`config.mk`:
```
export PLATFORM = sky130hd
export DESIGN_NAME = sd_cmd_tx
export DESIGN_NICKNAME = d
export VERILOG_FILES = /design/src/rtl/sd_cmd_tx.sv
export SDC_FILE = /design/constraint.sdc
export NUM_CORES = 1
export LEC_CHECK = 0
export ABC_CLOCK_PERIOD_IN_PS = 4000
export BUFFER_PORTS_ARGS = -buffer_cell sky130_fd_sc_hd__buf_4
export CORE_AREA = 2 2 91 102
export CTS_BUF_LIST = sky130_fd_sc_hd__clkbuf_8 sky130_fd_sc_hd__clkbuf_16
export CTS_CLUSTER_SIZE = 10
export DETAILED_ROUTE_END_ITERATION = 8
export DIE_AREA = 0 0 93 104
export PLACE_DENSITY = 0.54
export SLEW_MARGIN = 20
export SYNTH_ARGS = -nofsm -noshare
export SYNTH_HDL_FRONTEND = slang
export SYNTH_SLANG_ARGS = --single-unit
```
`constraint.sdc`:
```
create_clock -name clk -period 4 [get_ports clk]
set_clock_uncertainty 0.1 [all_clocks]
set_input_delay 0.2 -clock clk [delete_from_list [all_inputs] [get_ports clk]]
set_output_delay 0.2 -clock clk [all_outputs]
set_load 0.01 [all_outputs]
```
`src/rtl/sd_cmd_tx.sv`:
```
// SD card command-line transmitter: serialises a 48-bit CMD frame with a serially computed CRC7.
// Define SD_CMD_TX_NCC_EN to keep driving the line high for 8 extra bit periods (NCC) after the end bit.
`timescale 1ns/1ps

module sd_cmd_tx (
  input  logic        clk,
  input  logic        reset,
  input  logic        sd_clk_en,
  input  logic        start,
  input  logic [5:0]  cmd_index,
  input  logic [31:0] argument,
  output logic        sd_cmd_out,
  output logic        sd_cmd_oe,
  output logic        busy,
  output logic        done
);

`ifdef SD_CMD_TX_NCC_EN
  typedef enum logic [1:0] {IDLE, WAIT_FIRST, SEND, NCC} state_t;
`else
  typedef enum logic [1:0] {IDLE, WAIT_FIRST, SEND} state_t;
`endif

  state_t      r_state;
  state_t      w_nextState;
  logic [39:0] r_shift;
  logic [6:0]  r_crc;
  logic [5:0]  r_bitCnt;
  logic        r_cmdOut;
  logic        r_cmdOe;
  logic        r_done;

  logic        w_accept;
  logic        w_tick;
  logic        w_finish;
  logic        w_bitOut;
  logic        w_feedback;
  logic [6:0]  w_crcNext;

  always_ff @(posedge clk or negedge reset) begin
    if (!reset) r_state <= IDLE;
    else        r_state <= w_nextState;
  end

  // w_tick: a line bit is emitted on this strobe; w_finish: release the line and pulse done
  always_comb begin
    w_nextState = r_state;
    w_accept    = 1'b0;
    w_tick      = 1'b0;
    w_finish    = 1'b0;
    case (r_state)
      IDLE: begin
        if (start) begin
          w_accept    = 1'b1;
          w_nextState = WAIT_FIRST;
        end
      end
      WAIT_FIRST: begin
        if (sd_clk_en) begin
          w_tick      = 1'b1;
          w_nextState = SEND;
        end
      end
      SEND: begin
        if (sd_clk_en) begin
          if (r_bitCnt == 6'd48) begin
`ifdef SD_CMD_TX_NCC_EN
            w_tick      = 1'b1;
            w_nextState = NCC;
`else
            w_finish    = 1'b1;
            w_nextState = IDLE;
`endif
          end else begin
            w_tick = 1'b1;
          end
        end
      end
`ifdef SD_CMD_TX_NCC_EN
      NCC: begin
        if (sd_clk_en) begin
          if (r_bitCnt == 6'd56) begin
            w_finish    = 1'b1;
            w_nextState = IDLE;
          end else begin
            w_tick = 1'b1;
          end
        end
      end
`endif
      default: w_nextState = IDLE;
    endcase
  end

  // Header/payload bits feed the CRC; CRC bits then shift out of the CRC register itself
  assign w_feedback = r_shift[39] ^ r_crc[6];
  assign w_crcNext  = {r_crc[5:0], 1'b0} ^ (w_feedback ? 7'h09 : 7'h00);
  assign w_bitOut   = (r_bitCnt < 6'd40) ? r_shift[39] :
                      (r_bitCnt < 6'd47) ? r_crc[6]    : 1'b1;

  always_ff @(posedge clk or negedge reset) begin
    if (!reset) begin
      r_shift  <= '0;
      r_crc    <= '0;
      r_bitCnt <= '0;
      r_cmdOut <= 1'b1;
      r_cmdOe  <= 1'b0;
      r_done   <= 1'b0;
    end else begin
      r_done <= w_finish;
      if (w_accept) begin
        r_shift  <= {2'b01, cmd_index, argument};
        r_crc    <= '0;
        r_bitCnt <= '0;
      end else if (w_tick) begin
        r_cmdOut <= w_bitOut;
        r_cmdOe  <= 1'b1;
        r_bitCnt <= r_bitCnt + 6'd1;
        if (r_bitCnt < 6'd40) begin
          r_shift <= {r_shift[38:0], 1'b0};
          r_crc   <= w_crcNext;
        end else if (r_bitCnt < 6'd47) begin
          r_crc <= {r_crc[5:0], 1'b0};
        end
      end else if (w_finish) begin
        r_cmdOut <= 1'b1;
        r_cmdOe  <= 1'b0;
      end
    end
  end

  assign sd_cmd_out = r_cmdOut;
  assign sd_cmd_oe  = r_cmdOe;
  assign done       = r_done;
  assign busy       = (r_state != IDLE);

endmodule

```
# Word-level counts from Yosys, hierarchy flattened
# Index checks and enable logic that the tools add are counted.
dict set report word_totals {
  input_bits 42
  ff_bits 58
  word_cells 60
  output_inout_bits 4
}
dict set report op_classes {
  add_sub_neg 1
  order_cmp 2
  n_mux 30
  n_eq_ne 7
  reduce_logical 10
  bitwise 3
}
# operator n
set op_table {}
lappend op_table {{40-bit two-way mux} 3}
lappend op_table {{7-bit two-way mux} 4}
lappend op_table {{1-bit two-way mux} 14}
lappend op_table {{6-bit < comparator, second input constant} 2}
lappend op_table {{6-bit two-way mux} 2}
lappend op_table {{2-bit two-way mux} 4}
lappend op_table {{2-bit inequality test, second input constant} 4}
lappend op_table {{2-bit nonzero test} 4}
lappend op_table {{7-bit by 4-bit XOR with 7-bit output} 1}
lappend op_table {{6-bit by 1-bit adder with 6-bit output, second input constant} 1}
lappend op_table {{6-bit equality test, second input constant} 1}
lappend op_table {{2-bit one-hot mux with 3 select lines} 1}
lappend op_table {{2-bit AND reduction} 3}
lappend op_table {{4-bit two-way mux} 1}
lappend op_table {{4-bit AND reduction} 1}
lappend op_table {{3-bit nonzero test} 1}
lappend op_table {{2-bit by 1-bit equality test with 1-bit output, second input constant} 1}
lappend op_table {{2-bit equality test, second input constant} 1}
lappend op_table {{2-bit zero test} 1}
lappend op_table {{1-bit one-hot mux with 2 select lines} 1}
lappend op_table {{1-bit inverter} 1}
lappend op_table {{1-bit XOR} 1}

# Depth between registers and ports, before layout
# Gate-level depths: netlist of the first run.
dict set report depth {
  word_depth 6
  mapped_depth 7
  mapped_depth_nobuf 6
}

# Least setup slack after synthesis of the first run
# No wires, ideal clock.
dict set report synth_path {
  path_type {register -> register}
  from {reg r_state[1]}
  to {reg r_shift[12]}
  path_buffers 1
  synth_period_minus_slack_ps 1776
  t_required_ps 3823
  arrival_ps 1599
  stages_incl_launch_ff 8
  setup_ps 77
  setup_slack_ps 2224
  path_cell_list {dfrtp_1 > inv_1 > ha_1 > o211ai_4 > a211oi_4 > buf_6 > a21oi_1 > a21oi_1}
}
dict set report synth_between {
  elab_chain_len 4
  word_cells_on_any_way 9
  cone_classes {eq/ne (2); mux (3); reduce/logical (4)}
}
# element line
set synth_lines {}
lappend synth_lines {{from (decl)} 24} ;# state_t r_state;
lappend synth_lines {{from (signal assigned)} 42} ;# else r_state <= w_nextState;
lappend synth_lines {{2-bit equality test, or another cell as far along} 51} ;# case (r_state)
lappend synth_lines {{1-bit one-hot mux with 2 select lines / 1-bit two-way mux (equally long branches)} 51}
lappend synth_lines {{2-bit nonzero test (no line)} -}
lappend synth_lines {{2-bit AND reduction (no line)} -}
lappend synth_lines {{to (signal assigned)} 112} ;# r_shift <= {2'b01, cmd_index, argument};
lappend synth_lines {{to (signal assigned)} 120} ;# r_shift <= {r_shift[38:0], 1'b0};
lappend synth_lines {{to (decl)} 26} ;# logic [39:0] r_shift;
# Parallel ways exist; a longest one is shown, timed or not.
# A chain may end at the register's enable or synchronous reset.

# Worst setup path in the final report of the first run
dict set report layout_path {
  from {reg r_state[1]}
  to {reg r_shift[25]}
}
# The elaborated chain is that of the path after synthesis.

==> results_tabular.tex, run 1 <==
\begin{tabular}{lr}
\hline
Metric & Value \\
\hline
\multicolumn{2}{l}{\textbf{Clocking}} \\
Clock tree buffer depth & 2 \\
Later-pin clock latency in the skew report & about 0.35 ns \\
Clock root buffer master & clkbuf\_8 \\
Number of buffers added by the clock tree synthesis step & 9 \\
Number of gates resized after CTS & 0 \\
Clock-pin slew reported for the worst setup and hold paths after clock tree synthesis & roughly 0.08 ns \\
Hold Buf Count CTS & 9 \\
CTS tree & done \\
Number of sinks driven by the clock tree & between 50 and 60 \\
Post-CTS Repair Setup Buffers & 0 \\
Max H-tree Level & 3 \\
\multicolumn{2}{l}{\textbf{Routing}} \\
Via-per-instance ratio & 5.10 \\
Number of violations reported at the end of detailed-routing iteration 0 & $\sim$180 \\
Remaining routing DRC violations & 0 \\
Detail-routed net length per standard cell & roughly 14 µm \\
Routed via count & 2483 \\
Antenna-violating nets left & 0 \\
DRT Pass-1 Iters & 4 \\
Routed WL & around 6700 µm \\
\multicolumn{2}{l}{\textbf{Die}} \\
Number of placement rows & 36 \\
Starting utilization of the core area & approximately 34\% \\
Die Wd & about 93 µm \\
Top-Level Pins & 46 \\
Std-Cell Core Area & $\sim$8600 µm² \\
Die outline height & 104 µm \\
Area of the die & roughly 9700 µm² \\
\multicolumn{2}{l}{\textbf{Status}} \\
Run status & complete, no violations \\
\multicolumn{2}{l}{\textbf{Setup path}} \\
Worst reg2reg path endpoint & r\_shift[25] \\
Type of the setup path with the least slack & flip-flop to flip-flop \\
Largest driver fanout on the critical path & 22 \\
Kind of launch point of the worst setup path & flip-flop \\
Worst R2R Start & r\_state[1] \\
Required time of the worst setup path & 4.16 ns \\
Type of destination of the critical path & flip-flop \\
Worst-case reg-to-reg path depth & 7 \\
Crit path DAT & 2.59 ns \\
Setup slack, reg-to-reg & around 1.6 ns \\
\multicolumn{2}{l}{\textbf{Cells and area}} \\
Proportion of layout cells with a drive suffix above 1 & about a fifth \\
Final Net Count & between 400 and 500 \\
Register area & around 1500 µm² \\
Non-filler cells in the finished layout & about 490 \\
Post-synthesis to final-layout area growth & 23.1\% \\
Filler cell count in the final layout & slightly below 900 \\
Final instance area & $\sim$3600 µm² \\
Number of antenna diodes & 0 \\
Combined area of the multi-input logic cells & between 1000 and 1500 µm² \\
\multicolumn{2}{l}{\textbf{Power}} \\
Leakage & 0.00155 µW \\
Power per Cell Area & just over 700 nW/µm² \\
Max IR drop VDD & $\sim$240 µV \\
Total chip power & 2590 µW \\
\multicolumn{2}{l}{\textbf{STA}} \\
Slew margin rel. & a little under two fifths \\
Worst hold margin & 0.00246 ns \\
Share of the cycle needed by the critical path after routing & 60.7\% \\
Max-slew violation count & 0 \\
Final-report hold violation count & 0 \\
Time the worst path needs with I/O delays and setup & 2.43 ns \\
Final setup TNS & 0 ns \\
Transition time at the pin with the least slew margin & 0.938 ns \\
Peak clock frequency supported by timing & 0.412 GHz \\
Setup repair after global routing missed its margin & no \\
Endpoints failing setup & 0 \\
\multicolumn{2}{l}{\textbf{Yosys}} \\
Average cell area after synthesis & between 8 and 9 µm² \\
FFs w/ async S/R, synth & between 90\% and 100\% \\
Prevailing post-synth register cell & dfrtp\_1 \\
Count of different cell masters after synthesis & 38 \\
Cell count after synthesis & around 330 \\
Post-synthesis sequential area ratio & about half \\
Post-synth EDFFs & 0 \\
Number of warnings reported in the yosys synthesis log & 0 \\
Yosys reg bits & slightly below 60 \\
Synthesized area & $\sim$2900 µm² \\
Nets in the synthesized netlist & 376 \\
\multicolumn{2}{l}{\textbf{Global routing}} \\
Initial antenna violation count & 0 \\
Sum of overflow across all layers after global routing & 0 \\
Via count of the first global-routing pass & 2450 \\
Maximum number of pins on one net before global-route repair & 59 \\
Wire length of the first global-routing pass & 11400 µm \\
GRT Util Overall & between 10 and 15\% \\
\multicolumn{2}{l}{\textbf{Min path}} \\
Worst Hold Class & input port to flip-flop \\
Hold Path Sink & r\_shift[10] \\
Hold path cells & 3 \\
Hold wc startpoint & argument[10] \\
\multicolumn{2}{l}{\textbf{Placed design}} \\
Port Buffer Count & between 40 and 50 \\
GPL Wtd Cong & about 0.72 \\
Post-Place Cells & between 400 and 500 \\
Total placed instance area & roughly 3300 µm² \\
Placed wire-length estimate after detailed placement & 4060 µm \\
\multicolumn{2}{l}{\textbf{Job}} \\
Max cap viols & 0 \\
\hline
\end{tabular}
-- cell families (layout without fill, tap and decap cells) --
logic type      count (synthesis)  after routing  share of synthesized area (%)
fa+ha+maj                       7              7                           2.98
buf+inv                        34             80                           6.21
mux                             2              2                          0.765
flops                          58             58                           49.4
compound gates                141            141                           26.9
simple gates                   79             79                           12.0
xor+xnor                        6              6                           1.79
-- how the worst max path moves through the flow --
stage               startpoint           to  slack [ns]  cells after the start
floorplan           r_state[1]  r_shift[12]        2.22                      7
global placement    r_state[0]  r_shift[16]        1.63                      7
detailed placement  r_state[1]  r_shift[16]        1.57                      7
CTS                 r_state[1]  r_shift[25]        1.56                      7
global route        r_state[0]  r_shift[23]        1.31                      7
finish              r_state[1]  r_shift[25]        1.57                      7
-- critical path, stage by stage, from the launching register on --
cell     delay (ns)
dfrtp_1        0.38
inv_1          0.10
ha_1           0.29
nor3_4         0.30
a21o_1         0.56
buf_4          0.34
o21ai_0        0.11
a21oi_1        0.17
-- report_power, final --
| group | total, µW | switching [µW] | internal [µW] |
|---|---|---|---|
| clock | 662 | 249 | 413 |
| sequential | 980 | 134 | 846 |
| combinational | 953 | 559 | 393 |
| total | 2590 | 942 | 1650 |
-- sequential cells by signal (all words and copies together), names as in the netlist --
name,cells
r_state,2
r_shift,40
r_crc,7
sd_cmd_out,1
r_bitCnt,6
done,1
sd_cmd_oe,1
-- cells in the final DEF, fill, tap and decap left out, types with 2 or more instances in the layout --
cell           synthesis  layout
nand2_1               16      15
a21o_1                 2       2
a21oi_1               79      79
and3_1                 2       2
o21ai_0               46      46
and2_1                 2       2
dfrtp_1               57      57
clkinv_4               0       2
ha_1                   7       7
clkbuf_8               0       9
nand4_1                3       3
buf_4                  0      48
nand3_1                8       8
inv_1                  7       7
bufinv_16              0       3
mux2_2                 2       2
clkinv_2               0       2
nor2_1                43      43
dlygate4sd3_1          0       9
xor2_1                 5       5
a211oi_2               2       2
-- metal layers --
layer | vias up | global-route usage, % | wire length, µm
met5 | - | 0 | 0
met4 | 0 | 6.62 | 143
met3 | 11 | 3.77 | 228
met2 | 44 | 23.3 | 3140
met1 | 1204 | 19.1 | 3180
li1 | 1224 | - | -
-- through the flow --
step                util [%]  setup slack, ns
floorplan                  -             2.22
global placement        38.1             1.63
detailed placement      38.1             1.57
CTS                     41.9             1.56
global route            41.9             1.31
finish                  41.9             1.57
-- area by class of cell --
cell class,instances,area share [%]
inverters,7,0.725
clock buffers,9,3.42
clock inverters,7,3.25
multi-input cells,235,36.2
repair buffers,57,12.4
well taps,114,3.94
flip-flops and latches,58,40.1
-- synth_stat cells, drive strengths merged, types with 2 or more instances --
| library cell | instances | share of area, % |
|---|---|---|
| a21oi | 79 | 13 |
| dfrtp | 57 | 48 |
| o21ai | 46 | 7.8 |
| nor2 | 43 | 5.5 |
| buf | 18 | 4.1 |
| nand2 | 16 | 2.0 |
| clkbuf | 9 | 1.2 |
| nand3 | 8 | 1.4 |
| ha | 7 | 3.0 |
| inv | 7 | 0.89 |
| xor2 | 5 | 1.5 |
| a211oi | 4 | 1.8 |
| and3 | 3 | 0.81 |
| nand4 | 3 | 0.64 |
| a21o | 2 | 0.51 |
| and2 | 2 | 0.43 |
| mux2 | 2 | 0.77 |
| nor3 | 2 | 0.72 |
No activity file was read; power rests on OpenSTA's default activity.
==> run 2: changes to the inputs <==
--- a/config.mk
+++ b/config.mk
@@ -5,14 +5,14 @@
 export SDC_FILE = /design/constraint.sdc
 export NUM_CORES = 1
 export LEC_CHECK = 0
-export ABC_CLOCK_PERIOD_IN_PS = 4000
+export ABC_CLOCK_PERIOD_IN_PS = 2100
 export BUFFER_PORTS_ARGS = -buffer_cell sky130_fd_sc_hd__buf_4
 export CORE_AREA = 2 2 91 102
 export CTS_BUF_LIST = sky130_fd_sc_hd__clkbuf_8 sky130_fd_sc_hd__clkbuf_16
 export CTS_CLUSTER_SIZE = 10
 export DETAILED_ROUTE_END_ITERATION = 8
 export DIE_AREA = 0 0 93 104
-export PLACE_DENSITY = 0.54
+export PLACE_DENSITY = 0.55
 export SLEW_MARGIN = 20
 export SYNTH_ARGS = -nofsm -noshare
 export SYNTH_HDL_FRONTEND = slang
==> constraint.sdc (replaced) <==
create_clock -name clk -period 2.1 [get_ports clk]
set_clock_uncertainty 0.1 [all_clocks]
set_input_delay 0.105 -clock clk [delete_from_list [all_inputs] [get_ports clk]]
set_output_delay 0.105 -clock clk [all_outputs]
set_load 0.01 [all_outputs]
==> run 2 against run 1 <==
Net effect: critical path depth stayed put; via count grew 4.0%; die area did not move; sequential power grew 90%; first-iteration DRC count decreased by 22%; combinational power grew 120%; clock power grew 95%; wire length up 6.2%; cell count is 8.0% higher; critical path type unchanged; largest power group is now combinational logic; highest routed layer unchanged.
==> results_tabular.tex, run 2 (same netlist as run 1, synthesis figures left out) <==
\begin{tabular}{lr}
\hline
Metric & Value \\
\hline
\multicolumn{2}{l}{\textbf{Global routing}} \\
Sum of overflow across all layers after global routing & 0 (unchanged) \\
GR Layer Usage met3 & 2.46\% (-1.3 points) \\
Maximum number of pins on one net before global-route repair & 59 (unchanged) \\
Met2 Use GR & 24.0\% (+0.72 points) \\
GRT Util Overall & 15.5\% (+0.70 points) \\
GRT busiest layer & met2 \\
Wire length of the first global-routing pass & 12100 µm (+6.5\%) \\
Grt met1 use & 21.0\% (+1.9 points) \\
Initial antenna violation count & 0 (unchanged) \\
Via count of the first global-routing pass & 2572 (+5.0\%) \\
\multicolumn{2}{l}{\textbf{Routing}} \\
DRT Pass-1 Iters & 4 (unchanged) \\
Routed WL & 7110 µm (+6.2\%) \\
Remaining routing DRC violations & 0 (unchanged) \\
Detail-routed net length per standard cell & 13.5 µm (-1.6\%) \\
Antenna-violating nets left & 0 (unchanged) \\
Routed via count & 2582 (+4.0\%) \\
Number of violations reported at the end of detailed-routing iteration 0 & 142 (-22\%) \\
Via-per-instance ratio & 4.91 (-3.7\%) \\
\multicolumn{2}{l}{\textbf{STA}} \\
Share of the cycle needed by the critical path after routing & 93.5\% (+33 points) \\
Worst hold margin & 0.0537 ns (+0.0512 ns) \\
Time the worst path needs with I/O delays and setup & 1.96 ns (-0.463 ns) \\
Final setup TNS & 0 ns (unchanged) \\
Setup repair after global routing missed its margin & no \\
Max-slew violation count & 0 (unchanged) \\
Endpoints failing setup & 0 (unchanged) \\
Slew margin rel. & 49.0\% (+12 points) \\
Peak clock frequency supported by timing & 0.509 GHz (+24\%) \\
Transition time at the pin with the least slew margin & 0.766 ns (-0.172 ns) \\
Final-report hold violation count & 0 (unchanged) \\
\multicolumn{2}{l}{\textbf{Die}} \\
Die outline height & 104 µm (unchanged) \\
Top-Level Pins & 46 (unchanged) \\
Std-Cell Core Area & 8650 µm² (unchanged) \\
Die Wd & 93 µm (unchanged) \\
Number of placement rows & 36 (unchanged) \\
Starting utilization of the core area & 34.0\% (unchanged) \\
Area of the die & 9670 µm² (unchanged) \\
\multicolumn{2}{l}{\textbf{Clocking}} \\
Clock root buffer master & clkbuf\_8 \\
CTS tree & done \\
Clock tree buffer depth & 2 (unchanged) \\
Max H-tree Level & 3 (unchanged) \\
Later-pin clock latency in the skew report & 0.34 ns (about the same) \\
Number of sinks driven by the clock tree & 58 (unchanged) \\
Clock-pin slew reported for the worst setup and hold paths after clock tree synthesis & 0.07 ns (about the same) \\
Number of buffers added by the clock tree synthesis step & 9 (unchanged) \\
\multicolumn{2}{l}{\textbf{Cells and area}} \\
Final instance area & 4070 µm² (+12\%) \\
Post-synthesis to final-layout area growth & 38.4\% \\
Leading cell types in the layout, fill and taps excluded & a21oi\_1 (79), dfrtp\_1 (57), buf\_4 (52), o21ai\_0 (46), nor2\_1 (43) \\
Largest registers & r\_shift: 40 flops, r\_crc: 7 flops, r\_bitCnt: 6 flops \\
Proportion of layout cells with a drive suffix above 1 & 21.4\% (+0.98 points) \\
Final Net Count & 456 (+9.4\%) \\
Combined area of the multi-input logic cells & 1330 µm² (+1.3\%) \\
Non-filler cells in the finished layout & 526 (+8.0\%) \\
Filler cell count in the final layout & 857 (-2.8\%) \\
Register area & 1450 µm² (unchanged) \\
Max FFs per register & 40 (unchanged) \\
Register containing the most flip-flops in the final layout & r\_shift \\
Number of antenna diodes & 0 (unchanged) \\
Commonest non-fill, non-tap cell in the layout & a21oi\_1 \\
\multicolumn{2}{l}{\textbf{Setup path}} \\
Type of the setup path with the least slack & flip-flop to flip-flop \\
Largest driver fanout on the critical path & 20 (-9.1\%) \\
Kind of launch point of the worst setup path & flip-flop \\
Worst-case reg-to-reg path depth & 7 (unchanged) \\
Setup slack, reg-to-reg & 0.14 ns (-1.44 ns) \\
Worst reg2reg path endpoint & r\_shift[19] \\
Stage delay of the slowest cell on the critical path & 0.39 ns (-0.17 ns) \\
Top cell by count, worst path & a21oi\_1 \\
Critical path buffer and inverter count & 2 (unchanged) \\
Slowest stage cell on the critical path & dfrtp\_1 \\
Worst R2R Start & r\_state[1] \\
Kind of cell adding the most delay to the critical path & compound AO/OA/AOI/OAI gates \\
Required time of the worst setup path & 2.26 ns (-1.90 ns) \\
Cell-by-cell trace of the critical path & inv\_1 > ha\_2 > nor3\_4 > a211oi\_4 > clkbuf\_16 > a21oi\_1 > a21oi\_1 \\
Crit path DAT & 2.12 ns (-0.47 ns) \\
Type of destination of the critical path & flip-flop \\
\multicolumn{2}{l}{\textbf{Placed design}} \\
Total placed instance area & 3380 µm² (+2.8\%) \\
Post-Place Cells & 469 (+1.5\%) \\
GPL Wtd Cong & 0.760 (+6.2\%) \\
Port Buffer Count & 45 (unchanged) \\
Placed wire-length estimate after detailed placement & 4250 µm (+4.8\%) \\
\multicolumn{2}{l}{\textbf{Min path}} \\
Hold path cells & 4 (+1) \\
Worst Hold Class & input port to flip-flop \\
Hold Path Sink & sd\_cmd\_oe \\
Hold wc startpoint & start \\
\multicolumn{2}{l}{\textbf{Power}} \\
Leakage & 0.00174 µW (+12\%) \\
Total chip power & 5220 µW (+100\%) \\
Max IR drop VDD & 505 µV (+110\%) \\
Power per Cell Area & 1280 nW/µm² (+79\%) \\
\multicolumn{2}{l}{\textbf{Job}} \\
Max cap viols & 0 (unchanged) \\
\multicolumn{2}{l}{\textbf{Status}} \\
Run status & complete, no violations \\
\hline
\end{tabular}
## run 2: how the worst max path moves through the flow
stage                     slack [ns]  startpoint     endpoint  cells after the start
after floorplan                 0.32  r_state[1]  r_shift[12]                      7
after global placement          0.17  r_state[1]  r_shift[33]                      7
after detailed placement         0.1  r_state[1]  r_shift[34]                      7
after CTS                       0.08  r_state[1]  r_shift[34]                      7
after global routing            0.01  r_state[1]  r_shift[34]                      7
final                           0.14  r_state[1]  r_shift[19]                      7
## run 2: area by class of cell
| cell class | count | share of cell area [%] |
|---|---|---|
| Inverter | 7 | 0.645 |
| Timing Repair Buffer | 96 | 21.5 |
| Clock buffer | 9 | 3.04 |
| Clock inverter | 7 | 3.07 |
| Sequential cell | 58 | 35.7 |
| Multi-Input combinational cell | 235 | 32.6 |
| Tap cell | 114 | 3.50 |
## run 2: per-layer routing
layer  share of wire (%)  vias up
li1                    -     1302
met1                  47     1229
met2                  48       40
met3                 2.3       11
met4                 2.0        0
met5                   0        -
## run 2: worst reg2reg max path, delay by kind of cell, from the launching register on
family,cells,cell delay (ns)
fa+ha+maj,1,0.30
buf+inv,2,0.42
compound gates,3,0.59
flops,1,0.39
simple gates,1,0.08
## run 2: timing repair
action	in CTS	in global routing
hold buffers	40	0
setup endpoints to repair	0	18
gates resized for setup	0	3
endpoints found under the hold margin	97	0
buffers inserted	0	0
## run 2: report_power, final
part           switching (µW)  total (µW)  internal [µW]
Clock                     494        1290            800
Combinational            1120        2070            945
Sequential                250        1860           1610
Total                    1870        5220           3360
## run 2: metrics by stage
stage,setup slack [ns],utilization [%]
after floorplan,0.324,-
after global placement,0.173,39.1
after detailed placement,0.0952,39.1
after CTS,0.0773,46.6
after global routing,0.0112,47.1
final,0.136,47.1
